[src/rtl/rawlcd_pkg.sv]
// Shared types and helpers for the raw STN LCD scan generator.
// Holds the FSM state encoding, the FRC grayscale pattern table and a counter-width helper.
package rawlcd_pkg;

    typedef enum logic [1:0] {
        IDLE  = 2'd0,
        SHIFT = 2'd1,
        LATCH = 2'd2
    } state_e;

    // Indexed by {level, frame}: level 0 off, 3 on, 1 on in frame 0 only, 2 on in frames 1 and 2.
    localparam logic [15:0] FRC_PAT = 16'hF610;

    function automatic logic frc_bit(input logic [1:0] lvl, input logic [1:0] frame);
        return FRC_PAT[{lvl, frame}];
    endfunction

    // Bits needed to hold the values 0..n-1, never less than one.
    function automatic int unsigned rl_clog2(input int unsigned n);
        int unsigned w;
        w = 1;
        while ((32'd1 << w) < n) w = w + 1;
        return w;
    endfunction

endpackage

[src/rtl/rawlcd_if.sv]
// Pixel-word stream from the frame-buffer reader into the scan generator.
// master = word source, slave = rawlcd_scan.
interface rawlcd_if #(
    parameter int unsigned PIX_W = 4
) ();
    logic             pix_valid;
    logic [PIX_W-1:0] pix_data;
    logic             pix_ready;

    modport master (output pix_valid, output pix_data, input  pix_ready);
    modport slave  (input  pix_valid, input  pix_data, output pix_ready);
endinterface

[src/rtl/rawlcd_dclk_gen.sv]
// Shift-clock phase divider: one 2*DCLK_DIV-clk period per pixel word.
// Phase restarts at zero whenever run_i drops, so every SHIFT entry begins with a rise strobe.
module rawlcd_dclk_gen
    import rawlcd_pkg::*;
#(
    parameter int unsigned DCLK_DIV = 2
) (
    input  logic clk,
    input  logic rst_n,
    input  logic run_i,
    output logic rise_o,
    output logic fall_o,
    output logic last_o
);

    localparam int unsigned PER = 2 * DCLK_DIV;
    localparam int unsigned PW  = rl_clog2(PER);
    localparam logic [PW-1:0] PH_FALL = PW'(DCLK_DIV);
    localparam logic [PW-1:0] PH_LAST = PW'(PER - 1);

    logic [PW-1:0] ph_q, ph_d;

    always_comb begin
        ph_d = '0;
        if (run_i && ph_q != PH_LAST) ph_d = ph_q + 1'b1;
    end

    always_ff @(posedge clk or negedge rst_n) begin
        if (!rst_n) ph_q <= '0;
        else        ph_q <= ph_d;
    end

    assign rise_o = run_i && (ph_q == '0);
    assign fall_o = run_i && (ph_q == PH_FALL);
    assign last_o = run_i && (ph_q == PH_LAST);

endmodule

[src/rtl/rawlcd_scan.sv]
// Timing generator / serialiser for controller-less passive-matrix LCD panels.
// Optional GRAY_FRC_EN: 2-bit pixels rendered by 3-frame frame-rate control.
module rawlcd_scan
    import rawlcd_pkg::*;
#(
    parameter int unsigned H_RES    = 320,
    parameter int unsigned V_RES    = 240,
    parameter int unsigned BUS_W    = 4,
    parameter int unsigned DCLK_DIV = 2,
    parameter int unsigned LP_W     = 4,
    parameter int unsigned M_LINES  = 0
) (
    input  logic             clk,
    input  logic             rst_n,
    input  logic             enable,
    rawlcd_if.slave          pix,
    output logic [BUS_W-1:0] data,
    output logic             dclk,
    output logic             lp,
    output logic             flm,
    output logic             m,
    output logic             sof,
    output logic             underrun
);

    localparam int unsigned WORDS = H_RES / BUS_W;
    localparam int unsigned CW    = rl_clog2(WORDS);
    localparam int unsigned RW    = rl_clog2(V_RES);
    localparam int unsigned LW    = rl_clog2(LP_W);
    localparam int unsigned MW    = rl_clog2((M_LINES == 0) ? 1 : M_LINES);

    localparam logic [CW-1:0] COL_LAST = CW'(WORDS - 1);
    localparam logic [RW-1:0] ROW_LAST = RW'(V_RES - 1);
    localparam logic [LW-1:0] LP_LAST  = LW'(LP_W - 1);
    localparam logic [MW-1:0] MC_LAST  = MW'((M_LINES == 0) ? 0 : M_LINES - 1);

    state_e            state_q;
    logic [CW-1:0]     col_q;
    logic [RW-1:0]     row_q;
    logic [LW-1:0]     lcnt_q;
    logic [MW-1:0]     mcnt_q;
    logic [BUS_W-1:0]  data_q;
    logic              dclk_q, lp_q, flm_q, m_q, sof_q, und_q;
    logic [BUS_W-1:0]  px_word;
    logic              rise, fall, last;
    logic              mline_end;

    rawlcd_dclk_gen #(
        .DCLK_DIV (DCLK_DIV)
    ) u_dclk (
        .clk    (clk),
        .rst_n  (rst_n),
        .run_i  (state_q == SHIFT),
        .rise_o (rise),
        .fall_o (fall),
        .last_o (last)
    );

    // The word is taken in the same clk that opens its dclk period.
    assign pix.pix_ready = rise;

`ifdef GRAY_FRC_EN
    logic [1:0] frc_q;

    always_comb begin
        px_word = '0;
        for (int unsigned i = 0; i < BUS_W; i++)
            px_word[i] = frc_bit(pix.pix_data[2*i +: 2], frc_q);
    end

    always_ff @(posedge clk or negedge rst_n) begin
        if (!rst_n)
            frc_q <= '0;
        else if (state_q == LATCH && lcnt_q == LP_LAST && row_q == ROW_LAST)
            frc_q <= (frc_q == 2'd2) ? 2'd0 : frc_q + 2'd1;
    end
`else
    assign px_word = pix.pix_data;
`endif

    assign mline_end = (M_LINES == 0) ? (row_q == ROW_LAST) : (mcnt_q == MC_LAST);

    always_ff @(posedge clk or negedge rst_n) begin
        if (!rst_n) begin
            state_q <= IDLE;
            col_q   <= '0;
            row_q   <= '0;
            lcnt_q  <= '0;
            mcnt_q  <= '0;
            data_q  <= '0;
            dclk_q  <= 1'b0;
            lp_q    <= 1'b0;
            flm_q   <= 1'b0;
            m_q     <= 1'b0;
            sof_q   <= 1'b0;
            und_q   <= 1'b0;
        end else begin
            sof_q <= 1'b0;
            case (state_q)
                IDLE: begin
                    if (enable) begin
                        state_q <= SHIFT;
                        sof_q   <= 1'b1;
                        flm_q   <= 1'b1;
                        col_q   <= '0;
                        row_q   <= '0;
                    end
                end
                SHIFT: begin
                    if (rise) begin
                        data_q <= pix.pix_valid ? px_word : '0;
                        dclk_q <= 1'b1;
                        if (!pix.pix_valid) und_q <= 1'b1;
                    end
                    if (fall) dclk_q <= 1'b0;
                    if (last) begin
                        if (col_q == COL_LAST) begin
                            col_q   <= '0;
                            lcnt_q  <= '0;
                            lp_q    <= 1'b1;
                            state_q <= LATCH;
                        end else begin
                            col_q <= col_q + 1'b1;
                        end
                    end
                end
                LATCH: begin
                    if (lcnt_q == LP_LAST) begin
                        lp_q   <= 1'b0;
                        lcnt_q <= '0;
                        mcnt_q <= (mcnt_q == MC_LAST) ? '0 : mcnt_q + 1'b1;
                        if (mline_end) m_q <= ~m_q;
                        if (row_q == ROW_LAST) begin
                            row_q <= '0;
                            if (enable) begin
                                state_q <= SHIFT;
                                sof_q   <= 1'b1;
                                flm_q   <= 1'b1;
                            end else begin
                                state_q <= IDLE;
                                data_q  <= '0;
                                flm_q   <= 1'b0;
                            end
                        end else begin
                            row_q   <= row_q + 1'b1;
                            flm_q   <= 1'b0;
                            state_q <= SHIFT;
                        end
                    end else begin
                        lcnt_q <= lcnt_q + 1'b1;
                    end
                end
                default: state_q <= IDLE;
            endcase
        end
    end

    assign data     = data_q;
    assign dclk     = dclk_q;
    assign lp       = lp_q;
    assign flm      = flm_q;
    assign m        = m_q;
    assign sof      = sof_q;
    assign underrun = und_q;

endmodule

[src/flat_wrapper.sv]
// flat-port wrapper written by rule: the top's interface ports become plain ports
module rawlcd_scan_flat import rawlcd_pkg::*;
#(
    parameter int unsigned H_RES    = 320,
    parameter int unsigned V_RES    = 240,
    parameter int unsigned BUS_W    = 4,
    parameter int unsigned DCLK_DIV = 2,
    parameter int unsigned LP_W     = 4,
    parameter int unsigned M_LINES  = 0
)
  (clk, rst_n, enable, data, dclk, lp, flm, m, sof, underrun, pix_pix_valid, pix_pix_data, pix_pix_ready);
  rawlcd_if #(.PIX_W(((4)))) pix_i ();
  input  logic clk;
  input  logic rst_n;
  input  logic enable;
  output logic [BUS_W-1:0] data;
  output logic dclk;
  output logic lp;
  output logic flm;
  output logic m;
  output logic sof;
  output logic underrun;
  input wire logic [$bits(pix_i.pix_valid)-1:0] pix_pix_valid;
  input wire logic [$bits(pix_i.pix_data)-1:0] pix_pix_data;
  output wire logic [$bits(pix_i.pix_ready)-1:0] pix_pix_ready;
  assign pix_i.pix_valid = pix_pix_valid;
  assign pix_i.pix_data = pix_pix_data;
  assign pix_pix_ready = pix_i.pix_ready;
  rawlcd_scan #(.H_RES(H_RES), .V_RES(V_RES), .BUS_W(BUS_W), .DCLK_DIV(DCLK_DIV), .LP_W(LP_W), .M_LINES(M_LINES)) u_core (.clk(clk), .rst_n(rst_n), .enable(enable), .pix(pix_i), .data(data), .dclk(dclk), .lp(lp), .flm(flm), .m(m), .sof(sof), .underrun(underrun));
endmodule
[config.mk]
export PLATFORM = sky130hd
export DESIGN_NAME = rawlcd_scan_flat
export DESIGN_NICKNAME = d
export VERILOG_FILES = /design/src/rtl/rawlcd_pkg.sv /design/src/rtl/rawlcd_if.sv /design/src/rtl/rawlcd_dclk_gen.sv /design/src/rtl/rawlcd_scan.sv /design/src/flat_wrapper.sv
export SDC_FILE = /design/constraint.sdc
export NUM_CORES = 1
export LEC_CHECK = 0
export ABC_AREA = 1
export ABC_CLOCK_PERIOD_IN_PS = 1900
export CORE_ASPECT_RATIO = 1.1
export CORE_MARGIN = 2
export CORE_UTILIZATION = 54
export DETAILED_ROUTE_END_ITERATION = 7
export GPL_ROUTABILITY_DRIVEN = 1
export PLACE_DENSITY = 0.77
export SYNTH_ARGS = -nofsm -noshare
export SYNTH_HDL_FRONTEND = slang
export SYNTH_SLANG_ARGS = --single-unit
[constraint.sdc]
create_clock -name clk -period 1.9 [get_ports clk]
set_clock_uncertainty 0.1 [all_clocks]
set_input_delay 0.38 -clock clk [delete_from_list [all_inputs] [get_ports clk]]
set_output_delay 0.38 -clock clk [all_outputs]
set_load 0.02 [all_outputs]
==> results.yml, run 1 <==
status:
  status: "finished, violations left"
  violations: "design-rule violations"
clock_network:
  cts_root_buf: "clkbuf_4"
  postCtsHoldBufs: 0
  clock_path_buffers: 2
  clock-sinks: 31
  clk_pin_slew_ns: 0.10
  cts_buffers: 5
  tritoncts: "yes"
  ctsHtreeMaxLevel: 2
  insertion_delay_ns: 0.34
global_routing:
  grt_pass1_vias: 1300
  grt_max_degree: 32
  grt_pass1_wl_mm: 5.60
  antenna_found_initial: 0
  track_usage: 0.196
  grt_overflow: 0
floorplan:
  io_pins: 19
  start_util: 0.575
  std_cell_rows: 21
  die_area_um2: 3780
  core_area_um2: 3100
  die_y_um: 64.3
  dieWidth_um: 58.8
synth:
  yosysUniqueCellTypes: 29
  synth_area_leaders: "dfrtp_1 43%, nand2_1 11%, ha_1 7.0%"
  netlist_top_cells_count: "54 x nand2_1, 31 x dfrtp_1, 24 x inv_1"
  yosysTopAreaCellShare: 0.435
  synth_ff_type: "dfrtp_1"
  synth.most_common_cell: "nand2_1"
  ys_ff_latch: 31
  synth-async-reset-ratio: 1.00
  yosys_warnings: 0
  syn_area_um2: 1780
  synth_edf_count: 0
  synth_area_per_cell_um2: 8.42
  synth_largest_area_cell: "dfrtp_1"
  synth.yosys.seq_area_share: 0.435
  synthCells: 212
  synthesis.nets: 230
finish:
  nFillCells: 270
  layout.cells.non_filler: 277
  nets: 260
  drive_gt1_frac: 0.169
  post-route-util: 0.672
  areaGrowthSynthToFinish_pct: 16.8
  diodes: 0
route:
  dr_total_vias: 1379
  highest_layer: "met4"
  drc: 2
  first_iter_violations: 34
  wire_per_inst_um: 11.6
  ant_nets: 0
  drt_pass1_iterations: 6
  routed-wl-met2_mm: 1.51
  wl_met1_mm: 1.55
  routed_wl_mm: 3.21
  vias_per_cell: 4.98
  wl_met3_um: 100
critical_path:
  arrival_ns: 1.33
  crit_chain: "inv_1, ha_1, nand2_1, inv_1, buf_4"
  startpoint_type: "flip-flop"
  r2r_cells: 10
  crit_slowest_cell: "dfrtp_1"
  critical_path_class: "flip-flop to output port"
  path_depth: 5
  path_buf_inv: 3
  crit_path_max_incr_delay_ns: 0.41
  crit_fanout: 3
  cp-end-kind: "output port"
  cp.required_ns: 1.42
  critPathMostFrequentCell: "inv_1"
  cpLargestDelayFamily: "flip-flops"
placement:
  gp_congestion: 0.802
  hpwl_mm: 2.39
  dp_cells: 267
  port_buffers: 18
worst_hold_path:
  hold_path_class: "input pin to async pin"
timing:
  setup_viol: 0
  finalCriticalPeriod_ns: 1.81
  drv_slew: 0
  final_hold_viol_count: 0
  relSlewSlack: 0.743
  tightest_slew_ns: 0.386
  fin_crit_sh: 0.955
  hold-worst-slack_ns: 0.322
  setup_tns_ns: 0
  fmax_mhz: 551
power:
  leakagePower_nw: 1.04
  vdd_drop_max_mv: 0.357
  totalPowerFinal_mw: 1.08
  power_per_cell_area_nw_per_um2: 521
run:
  maxCapViolCount: 0
-- cell usage in the layout, fill, tap and decap left out --
cell             instances
a21boi_0                 1
a21oi_1                  6
a22oi_2                  1
a31oi_1                  1
buf_12                   1
buf_4                    9
clkbuf_1                 2
clkbuf_4                 5
clkdlybuf4s50_1         17
clkinv_2                 1
dfrtp_1                 31
ha_1                     9
ha_2                     1
inv_1                   24
inv_2                    1
inv_4                    1
inv_6                    2
nand2_1                 54
nand2_2                  4
nand2_4                  3
nand3_1                 12
nand3_2                  3
nand3b_1                 1
nand4_1                  2
nor2_1                  17
nor2_2                   4
nor2_4                   2
nor3_1                   1
o21ai_0                  9
o21ai_1                  9
o21ai_4                  1
o21bai_1                 3
or2_2                    2
xor2_1                   3
-- what timing repair did --
action / in CTS / in global routing
endpoints found under the setup margin: 1 / 7
resized for setup: 4 / 2
pin swaps: 0 / 1
setup buffers: 0 / 2
-- through the flow --
step	worst slack, ns	cell area (um^2)
2_1_floorplan	0.367	1780
3_3_place_gp	0.0251	2010
3_5_place_dp	-0.0402	2010
4_1_cts	0.0636	2050
5_1_grt	-0.0109	2080
6_report	0.0859	2080
-- power breakdown --
group          internal (mW)  switching [mW]
combinational         0.0247          0.0270
clock                  0.144           0.223
sequential             0.664         0.00233
-- cell type report --
class | instances | area, um^2 | area share
Clock buffer | 7 | 45.0 | 0.0216
Clock inverter | 1 | 5.00 | 0.00240
Sequential cell | 31 | 776 | 0.372
Timing Repair Buffer | 27 | 258 | 0.124
Inverter | 28 | 118 | 0.0565
Multi-Input combinational cell | 149 | 840 | 0.403
Tap cell | 34 | 42.5 | 0.0204
-- flip-flops by register name, indices dropped and copies added (netlist names), 2 cells and up --
name,flops
u_core.lcnt_q,2
u_core.data,4
u_core.state_q,2
u_core.row_q,8
u_core.col_q,7
u_core.u_dclk.ph_q,2
-- layer usage --
metal,track usage,vias up
met3,0.0547,6
met5,0,-
met4,0.0767,0
li1,-,732
met2,0.303,23
met1,0.256,618
-- worst register-to-register path: stages (launching register included) --
cell and delay, ns:
dfrtp_1 0.41, inv_1 0.10, buf_4 0.11, ha_1 0.24, nand2_1 0.12, nand2_2 0.10
nand2_4 0.10, nor2_1 0.18, nand3_1 0.09, nand2_1 0.08, nor2_2 0.03
-- path summary, 6_finish.rpt --
kind,slack (ns),startpoint,to
worst min-delay path,0.32,rst_n,u_core.row_q[2]$_DFFE_PN0P_
worst min register to register,0.37,u_core.m$_DFFE_PN0P_,u_core.m$_DFFE_PN0P_
max in group asynchronous,1.08,rst_n,u_core.u_dclk.ph_q[0]$_DFF_PN0_
worst max register to register,0.16,u_core.state_q[1]$_DFFE_PN0P_,u_core.col_q[6]$_DFFE_PN0P_
worst max-delay path,0.09,u_core.state_q[1]$_DFFE_PN0P_,pix_pix_ready
min in group clk,0.37,u_core.m$_DFFE_PN0P_,u_core.m$_DFFE_PN0P_
-- cells by family (layout without fill, tap and decap cells) --
| family | Yosys count | count (layout) | share of synthesized area |
|---|---|---|---|
| DFF | 31 | 31 | 0.435 |
| AOI/OAI and AO/OA | 31 | 31 | 0.104 |
| xor gates and xnor gates | 3 | 3 | 0.0147 |
| adders and majority gates | 10 | 10 | 0.0701 |
| and+or+nand+nor | 105 | 105 | 0.280 |
| buffers and inverters | 32 | 63 | 0.0961 |
Power figures use the tool's default switching activity.
==> run 2, diff against run 1 <==
--- a/config.mk
+++ b/config.mk
@@ -6,7 +6,6 @@
 export NUM_CORES = 1
 export LEC_CHECK = 0
 export ABC_AREA = 1
-export ABC_CLOCK_PERIOD_IN_PS = 1900
 export CORE_ASPECT_RATIO = 1.1
 export CORE_MARGIN = 2
 export CORE_UTILIZATION = 54
==> results of run 2 <==
No change in the layout: final DEF, timing and power equal those of run 1.
